$ cat config.mk
export PLATFORM = sky130hd
export DESIGN_NAME = manchester_tx
export DESIGN_NICKNAME = d
export VERILOG_FILES = /design/src/rtl/bm_pkg.sv /design/src/rtl/bm_half_timer.sv /design/src/rtl/manchester_tx.sv
export SDC_FILE = /design/constraint.sdc
export NUM_CORES = 1
export LEC_CHECK = 0
export CAP_MARGIN = 20
export CORE_ASPECT_RATIO = 0.6
export CORE_MARGIN = 3
export CORE_UTILIZATION = 50
export CTS_CLUSTER_DIAMETER = 40
export DETAILED_ROUTE_END_ITERATION = 10
export PLACE_DENSITY = 0.85
export SLEW_MARGIN = 25
export SYNTH_ARGS = -nofsm -noshare
export SYNTH_HDL_FRONTEND = slang
export SYNTH_SLANG_ARGS = --single-unit
$ cat constraint.sdc
create_clock -name clk_8M -period 1.8 [get_ports clk_8M]
set_input_delay 0.36 -clock clk_8M [delete_from_list [all_inputs] [get_ports clk_8M]]
set_output_delay 0.36 -clock clk_8M [all_outputs]
set_load 0.02 [all_outputs]
$ cat src/rtl/bm_pkg.sv
// Shared Manchester definitions for the 1553-style encoder and decoder.
// Holds sync-type encodings, FSM state encoding and word framing constants.
package bm_pkg;

    typedef enum logic [2:0] {
        ST_IDLE   = 3'd0,
        ST_SYNC   = 3'd1,
        ST_DATA   = 3'd2,
        ST_PARITY = 3'd3,
        ST_GAP    = 3'd4
    } bm_state_t;

    localparam logic [1:0] SYNC_CMD  = 2'b01;
    localparam logic [1:0] SYNC_DATA = 2'b10;

    // Word framing measured in Manchester half-bits.
    localparam int SYNC_HALVES   = 6;
    localparam int DATA_HALVES   = 32;
    localparam int PARITY_HALVES = 2;
    localparam int WORD_HALVES   = SYNC_HALVES + DATA_HALVES + PARITY_HALVES;

    function automatic logic type_valid(input logic [1:0] sync_type);
        return (sync_type == SYNC_CMD) || (sync_type == SYNC_DATA);
    endfunction

    // Parity bit that makes the count of ones over word plus parity odd.
    function automatic logic odd_parity(input logic [15:0] word);
        return ~(^word);
    endfunction

endpackage

$ cat src/rtl/bm_half_timer.sv
// Half-bit timing for the Manchester encoder: strobes the last cycle of each
// half-bit, counts half-bits and total cycles since the word was accepted.
module bm_half_timer #(
    parameter int CLK_PER_HALF = 4,
    parameter int HW           = 6,
    parameter int CW           = 8
) (
    input  logic          clk_8M,
    input  logic          clrn,
    input  logic          start,
    input  logic          run,
    output logic          half_end,
    output logic [HW-1:0] half_idx,
    output logic [CW-1:0] cycle
);

    localparam int PW = (CLK_PER_HALF > 1) ? $clog2(CLK_PER_HALF) : 1;
    localparam logic [PW-1:0] HALF_LAST = PW'(CLK_PER_HALF - 1);

    logic [PW-1:0] cnt;

    assign half_end = run && (cnt == HALF_LAST);

    always_ff @(posedge clk_8M or negedge clrn) begin
        if (!clrn) begin
            cnt      <= '0;
            half_idx <= '0;
            cycle    <= '0;
        end else if (start) begin
            cnt      <= '0;
            half_idx <= '0;
            cycle    <= '0;
        end else if (run) begin
            cycle <= cycle + 1'b1;
            if (cnt == HALF_LAST) begin
                cnt      <= '0;
                half_idx <= half_idx + 1'b1;
            end else begin
                cnt <= cnt + 1'b1;
            end
        end
    end

endmodule

$ cat src/rtl/manchester_tx.sv
// Manchester word transmitter: sync, 16 data bits MSB first, odd parity, then
// an idle gap. Line level is registered and changes one cycle after acceptance.
module manchester_tx
    import bm_pkg::*;
#(
    parameter int CLK_PER_HALF = 4,
    parameter int GAP_CYCLES   = 16
) (
    input  logic        clk_8M,
    input  logic        clrn,
    input  logic [15:0] in_word,
    input  logic [1:0]  in_type,
    input  logic        in_valid,
    input  logic        force_par_err,
    output logic        in_ready,
    output logic        data_out,
    output logic        tx_busy,
    output logic        type_err
);

    localparam int HW = $clog2(WORD_HALVES + 1);
    localparam int CW = $clog2(WORD_HALVES * CLK_PER_HALF + GAP_CYCLES + 1);

    localparam logic [HW-1:0] IDX_SYNC_MID   = HW'(SYNC_HALVES / 2 - 1);
    localparam logic [HW-1:0] IDX_SYNC_LAST  = HW'(SYNC_HALVES - 1);
    localparam logic [HW-1:0] IDX_DATA_LAST  = HW'(SYNC_HALVES + DATA_HALVES - 1);
    localparam logic [HW-1:0] IDX_PAR_FIRST  = HW'(SYNC_HALVES + DATA_HALVES);
    localparam logic [CW-1:0] GAP_LAST_CYCLE = CW'(WORD_HALVES * CLK_PER_HALF + GAP_CYCLES - 1);

    bm_state_t     state;
    logic [15:0]   shreg;
    logic [1:0]    type_q;
    logic          par_q;
    logic          accept;
    logic          half_end;
    logic [HW-1:0] half_idx;
    logic [CW-1:0] cycle;

    assign accept = in_ready && in_valid && type_valid(in_type);

    bm_half_timer #(
        .CLK_PER_HALF(CLK_PER_HALF),
        .HW          (HW),
        .CW          (CW)
    ) u_timer (
        .clk_8M  (clk_8M),
        .clrn    (clrn),
        .start   (accept),
        .run     (tx_busy),
        .half_end(half_end),
        .half_idx(half_idx),
        .cycle   (cycle)
    );

    // Each transition loads the level for the half-bit that starts next cycle.
    always_ff @(posedge clk_8M or negedge clrn) begin
        if (!clrn) begin
            state    <= ST_IDLE;
            in_ready <= 1'b1;
            tx_busy  <= 1'b0;
            data_out <= 1'b0;
            type_err <= 1'b0;
            shreg    <= '0;
            type_q   <= '0;
            par_q    <= 1'b0;
        end else begin
            type_err <= 1'b0;
            case (state)
                ST_IDLE: begin
                    if (accept) begin
                        shreg    <= in_word;
                        type_q   <= in_type;
                        par_q    <= odd_parity(in_word) ^ force_par_err;
                        state    <= ST_SYNC;
                        in_ready <= 1'b0;
                        tx_busy  <= 1'b1;
                        data_out <= (in_type == SYNC_CMD);
                    end else if (in_ready && in_valid) begin
                        type_err <= 1'b1;
                    end
                end
                ST_SYNC: begin
                    if (half_end) begin
                        if (half_idx == IDX_SYNC_MID) begin
                            data_out <= (type_q != SYNC_CMD);
                        end else if (half_idx == IDX_SYNC_LAST) begin
                            state    <= ST_DATA;
                            data_out <= shreg[15];
                        end
                    end
                end
                ST_DATA: begin
                    if (half_end) begin
                        if (!half_idx[0]) begin
                            data_out <= ~shreg[15];
                        end else if (half_idx == IDX_DATA_LAST) begin
                            state    <= ST_PARITY;
                            data_out <= par_q;
                        end else begin
                            shreg    <= {shreg[14:0], 1'b0};
                            data_out <= shreg[14];
                        end
                    end
                end
                ST_PARITY: begin
                    if (half_end) begin
                        if (half_idx == IDX_PAR_FIRST) begin
                            data_out <= ~par_q;
                        end else begin
                            data_out <= 1'b0;
                            if (GAP_CYCLES == 0) begin
                                state    <= ST_IDLE;
                                in_ready <= 1'b1;
                                tx_busy  <= 1'b0;
                            end else begin
                                state <= ST_GAP;
                            end
                        end
                    end
                end
                ST_GAP: begin
                    data_out <= 1'b0;
                    if (cycle == GAP_LAST_CYCLE) begin
                        state    <= ST_IDLE;
                        in_ready <= 1'b1;
                        tx_busy  <= 1'b0;
                    end
                end
                default: begin
                    state    <= ST_IDLE;
                    in_ready <= 1'b1;
                    tx_busy  <= 1'b0;
                    data_out <= 1'b0;
                end
            endcase
        end
    end

endmodule
**Yosys cells after proc, flatten, opt, wreduce, memory -nomap -nowiden**

Index checks and enable logic that the tools add are counted.

- Add/sub/neg operators: 3
- Equal/unequal tests: 25
- Mux-type cells: 43
- Bitwise operators: 5
- Reduce and logical (&&, ||, !) cells: 16

Operator list:

| cell | number |
|---|---|
| two-way mux 16 bit | 4 |
| one-hot mux 16 bit (2 select lines) | 1 |
| two-way mux 3 bit | 10 |
| inequality test 2 bit, second input constant | 10 |
| two-way mux 6 bit | 3 |
| two-way mux 1 bit | 16 |
| two-way mux 8 bit | 2 |
| parity 16 bit | 1 |
| one-hot mux 3 bit (5 select lines) | 1 |
| equality test 6 bit, second input constant | 2 |
| AND reduction 10 bit | 1 |
| AND reduction 5 bit | 2 |
| adder 8 x 1 -> 8 bit, second input constant | 1 |
| equality test 8 bit, second input constant | 1 |
| adder 6 x 1 -> 6 bit, second input constant | 1 |
| equality test 3 x 2 -> 1 bit, second input constant | 2 |
| equality test 6 x 2 -> 1 bit, second input constant | 1 |
| equality test 6 x 3 -> 1 bit, second input constant | 1 |
| two-way mux 2 bit | 3 |
| one-hot mux 1 bit (3 select lines) | 2 |
| nonzero test 2 bit | 3 |
| equality test 2 bit, second input constant | 2 |
| inequality test 2 x 1 -> 1 bit, second input constant | 2 |
| NOT 1 bit | 4 |
| other kinds (13) | 16 |

- Flip-flop bits (word level): 42
- Bits of input ports: 22
- Word-level logic and storage cells: 103

**Logic depth before layout (Yosys ltp)**

- Depth in word-level cells: 5
- Mapped depth: 8

**Cells and area by module**

Synthesis repeated with hierarchy kept, for this count alone.

- Cell total of the unflattened synthesis: 238
- Area, all modules: 2,419.8 um^2

By module, submodules not included:

| module | instances | cells an instance | area an instance (um^2) | sequential area each (um^2) |
|---|---|---|---|---|
| manchester_tx | 1 | 162 | 1,656.6 | 651.9 |
| bm_half_timer | 1 | 76 | 763.2 | 400.4 |

**Least setup slack after synthesis**

OpenSTA, ideal clock, no wires.

- Path type: input -> register
- Start point: input in_type[1]
- End point: register state[1]
- Arrival time: 1.820 ns
- Required time: 1.677 ns
- Setup slack: -0.143 ns
- Stages: 8
- Path buffers: 1
- Cells stage by stage: inv_1 > ha_1 > and3b_1 > buf_2 > a211oi_1 > or4_4 > o21ai_1 > o21ai_1

- Word-level cells in the longest chain between the ends: 5

RTL lines:

| what | line | text |
|---|---|---|
| from (decl) | manchester_tx.sv:12 | `input logic [1:0] in_type,` |
| equality test 2 x 1 -> 1 bit or equality test 2 bit (tied branches) | bm_pkg.sv:23 | `return (sync_type == SYNC_CMD) \|\| (sync_type == SYNC_DATA);` |
| logical OR 1 bit (*) | bm_pkg.sv:23 |  |
| logical AND 1 bit (*) | manchester_tx.sv:39 | `assign accept = in_ready && in_valid && type_valid(in_type);` |
| inequality test 2 bit (no source line) (*) | n/a |  |
| AND reduction 10 bit (no source line) (*) | n/a |  |
| to (signal assigned) | manchester_tx.sv:58 | `state <= ST_IDLE;` |
| to (signal assigned) | manchester_tx.sv:74 | `state <= ST_SYNC;` |
| to (signal assigned) | manchester_tx.sv:87 | `state <= ST_DATA;` |
| to (decl) | manchester_tx.sv:30 | `bm_state_t state;` |

Every way passes the cells marked *; elsewhere a longest branch is shown, timed or not.
A chain may end at the register's enable or synchronous reset.

**Final worst setup path**

- Start point: register u_timer.half_idx[1]
- End point: register state[1]

- Word-level cells in the longest chain between the ends: 3

RTL lines:

| what | line | text |
|---|---|---|
| from (decl) | bm_half_timer.sv:13 | `output logic [HW-1:0] half_idx,` |
| from (signal assigned) | bm_half_timer.sv:37 | `half_idx <= half_idx + 1'b1;` |
| equality test 6 bit (tied with other cells) | manchester_tx.sv:107 | `if (half_idx == IDX_PAR_FIRST) begin` |
| inequality test 2 bit (no source line) | n/a |  |
| AND reduction 10 bit (no source line) (*) | n/a |  |
| to (signal assigned) | manchester_tx.sv:112 | `state <= ST_IDLE;` |
| to (signal assigned) | manchester_tx.sv:116 | `state <= ST_GAP;` |
| to (signal assigned) | manchester_tx.sv:124 | `state <= ST_IDLE;` |

Marks and branches as above.

==> impl_metrics.tcl <==
set metrics [dict create \
    p_sw_uw 746 \
    port_buffers 25 \
    p_comb_frac 0.299 \
    hold_path.class "in2async" \
    initial_core_util 0.549 \
    p_leak_uw 0.00151 \
    seqCellArea_um2 1050 \
    required_ns 2.00 \
    synth-seq-area-share 0.443 \
    cts_sinks 42 \
    setup_ws_ns 0.0150 \
    status "finished clean" \
    ant_nets 0 \
    dp_slack_ns -0.445 \
    tns_ns 0 \
    slowest_delay_ns 0.58 \
    synth_nets 266 \
    cp-start-kind "flip-flop" \
    grt_pass1_vias 1873 \
    totalWireLength_um 5550 \
    synth_top_area_cell "dfrtp_1" \
    timing.final.crit_share 0.992 \
    syn_inst 238 \
    powerDensity_nw_per_um2 800 \
    cp-end-kind "flip-flop" \
    synth_top_cell_area_share 0.432 \
    cts_buffers 5 \
    clock_latency_ns 0.31 \
    max_slew.worst_pin.slew_ns 0.550 \
    internal-power_uw 1730 \
    nets 325 \
    core_um2 4320 \
    synth_common_cells "dfrtp_1 (41), nand2_1 (25), nor2_1 (25), mux2i_1 (19), o21ai_1 (18)" \
    layout_min_cycle_time_ns 1.78 \
    cts_buffer_depth 2 \
    vias 1979 \
    multi_input_area_um2 1290 \
    finalPower_uw 2480 \
    synth_edf_count 0 \
    h-tree-depth 2 \
    io_pins 26 \
    ys_ff_latch 42 \
    fmax_mhz 560 \
    ys_async_sr_fraction 1.00 \
    fillers 298 \
    ys_warn_count 0 \
    rsz0062_at_grt "yes" \
    switching_share 0.301 \
    crit_family "simple AND/OR/NAND/NOR gates" \
    drc 0 \
    firstDrtPassIters 4 \
    ir_drop_mv 0.444 \
    track_usage 0.213 \
    finalMaxSlewViolations 0 \
    crit_path_top_delay_cell "or4_4" \
    relSlewSlack 0.633 \
    ys_types 48 \
    vias_per_cell 5.53 \
    num_rows 18 \
    cts_tree "built" \
    synth.most_common_cell "dfrtp_1" \
    crit_type "reg2reg" \
    max-cap-violations 0 \
    dieArea_um2 5640 \
    grt_max_degree 24 \
    antenna_found_initial 0 \
    num_antenna_cells 0 \
    drt_iter0_drc 156 \
    grt_pass1_wl_um 8970 \
    die_h_um 59.4 \
    synth_ff_type "dfrtp_1" \
    syn_area_um2 2370 \
    hpwl_um 4090 \
    die_w_um 95.0 \
    cts_root_buf "clkbuf_8" \
    final_hold_viol_count 0 \
    gp_congestion 0.918 \
    synth_area_leaders "dfrtp_1 (43%), mux2i_1 (8.0%), xnor2_1 (6.3%)" \
    clk_pin_slew_ns 0.09 \
    crit_buf_inv 1 \
    p_seq_frac 0.438 \
    avgRoutedWirePerCell_um 15.5 \
    hold_buffers 0 \
    overflow 0 \
    worst-path-max-fanout 4 \
    p_clk_frac 0.263 \
    cp.arrival_ns 1.98 \
    drive_above_1_share 0.238 \
    finalSetupViolCount 0 \
    synth.avg_cell_area_um2 9.98 \
    area_growth_pct 30.6 \
    cp_cell_sequence "inv_1, ha_1, nor2b_4, a31oi_2, or4_4, o21ai_2, o21ai_1" \
    clock_skew_ns 0.00959 \
]
-- what timing repair did --
item | 4_1_cts | 5_1_grt
pin swaps | 3 | 0
cloned | 0 | 0
buffers inserted | 1 | 1
endpoints found under the setup margin | 7 | 19
gates resized for setup | 7 | 10
-- cell usage in the layout, fill, tap and decap left out, types with 3 or more instances in the layout --
cell             instances
dfrtp_1                 40
buf_4                   40
nand3b_1                 3
o21ai_0                  3
mux2i_1                 19
ha_1                     3
o21ai_1                 16
nor2b_1                  4
xnor2_1                 17
a21oi_1                  3
xor2_1                   8
nor2_1                  25
dlygate4sd2_1            3
clkdlybuf4s50_1         20
nand4_1                  7
nand2_1                 25
clkbuf_8                 6
inv_1                    5
-- final cells by class --
cell class,count,share of cell area
Multi-Input combinational cell,176,0.416
Sequential cell,42,0.340
Timing Repair Buffer,66,0.182
Clock buffer,6,0.0266
Tap cell,60,0.0242
Inverter,6,0.00726
Clock inverter,2,0.00403
-- state kept, by name, summed over array words and instances (netlist names) --
register / count
data_out: 1
in_ready: 1
par_q: 1
shreg: 16
state: 3
tx_busy: 1
type_err: 1
type_q: 2
u_timer.cnt: 2
u_timer.cycle: 8
u_timer.half_idx: 6
-- kinds of logic after synthesis --
family,share of synthesized area
adder cells (fa/ha/maj),0.0316
XOR/XNOR,0.102
flip-flops,0.443
multiplexers,0.0896
AND/OR/NAND/NOR,0.175
buffers and inverters,0.0421
AO/OA/AOI/OAI,0.117
-- final timing paths --
path / start / end / slack (ns) / cells after the start
max: u_timer.half_idx[1]$_DFFE_PN0P_ / state[1]$_DFFE_PN0P_ / 0.02 / 7
min: clrn / shreg[8]$_DFFE_PN0P_ / 0.03 / 1
max reg2reg: u_timer.half_idx[1]$_DFFE_PN0P_ / state[1]$_DFFE_PN0P_ / 0.02 / 7
min reg2reg: shreg[3]$_DFFE_PN0P_ / shreg[3]$_DFFE_PN0P_ / 0.50 / 2
max in group asynchronous: clrn / in_ready$_DFFE_PN1P_ / 1.20 / 2
min in group clk_8M: in_type[1] / type_q[1]$_DFFE_PN0P_ / 0.44 / 2
-- per-stage QoR --
stage          std cells   util  cell area (um^2)  hold slack [ns]
6_report             358  0.717              3100           0.0273
5_1_grt              358  0.717              3100           0.0656
4_1_cts              357  0.707              3060           0.0422
3_5_place_dp         348  0.682              2950            0.378
3_3_place_gp         348  0.682              2950            0.370
2_1_floorplan        238      -              2400           0.0644
-- power groups by stage --
stage	Clock (uW)	Combinational (uW)	Sequential [uW]
CTS	658	697	1080
finish	652	743	1090
global route	695	824	1100
global placement	0	653	1100
floorplan	0	355	1110
detailed placement	0	672	1100
-- metal layers --
metal  track usage  wire length (um)
met5             0                 0
met4        0.0760                68
met3        0.0520               366
met2         0.311              2460
met1         0.309              2660
Note: power is estimated with default switching activity, not from simulation.
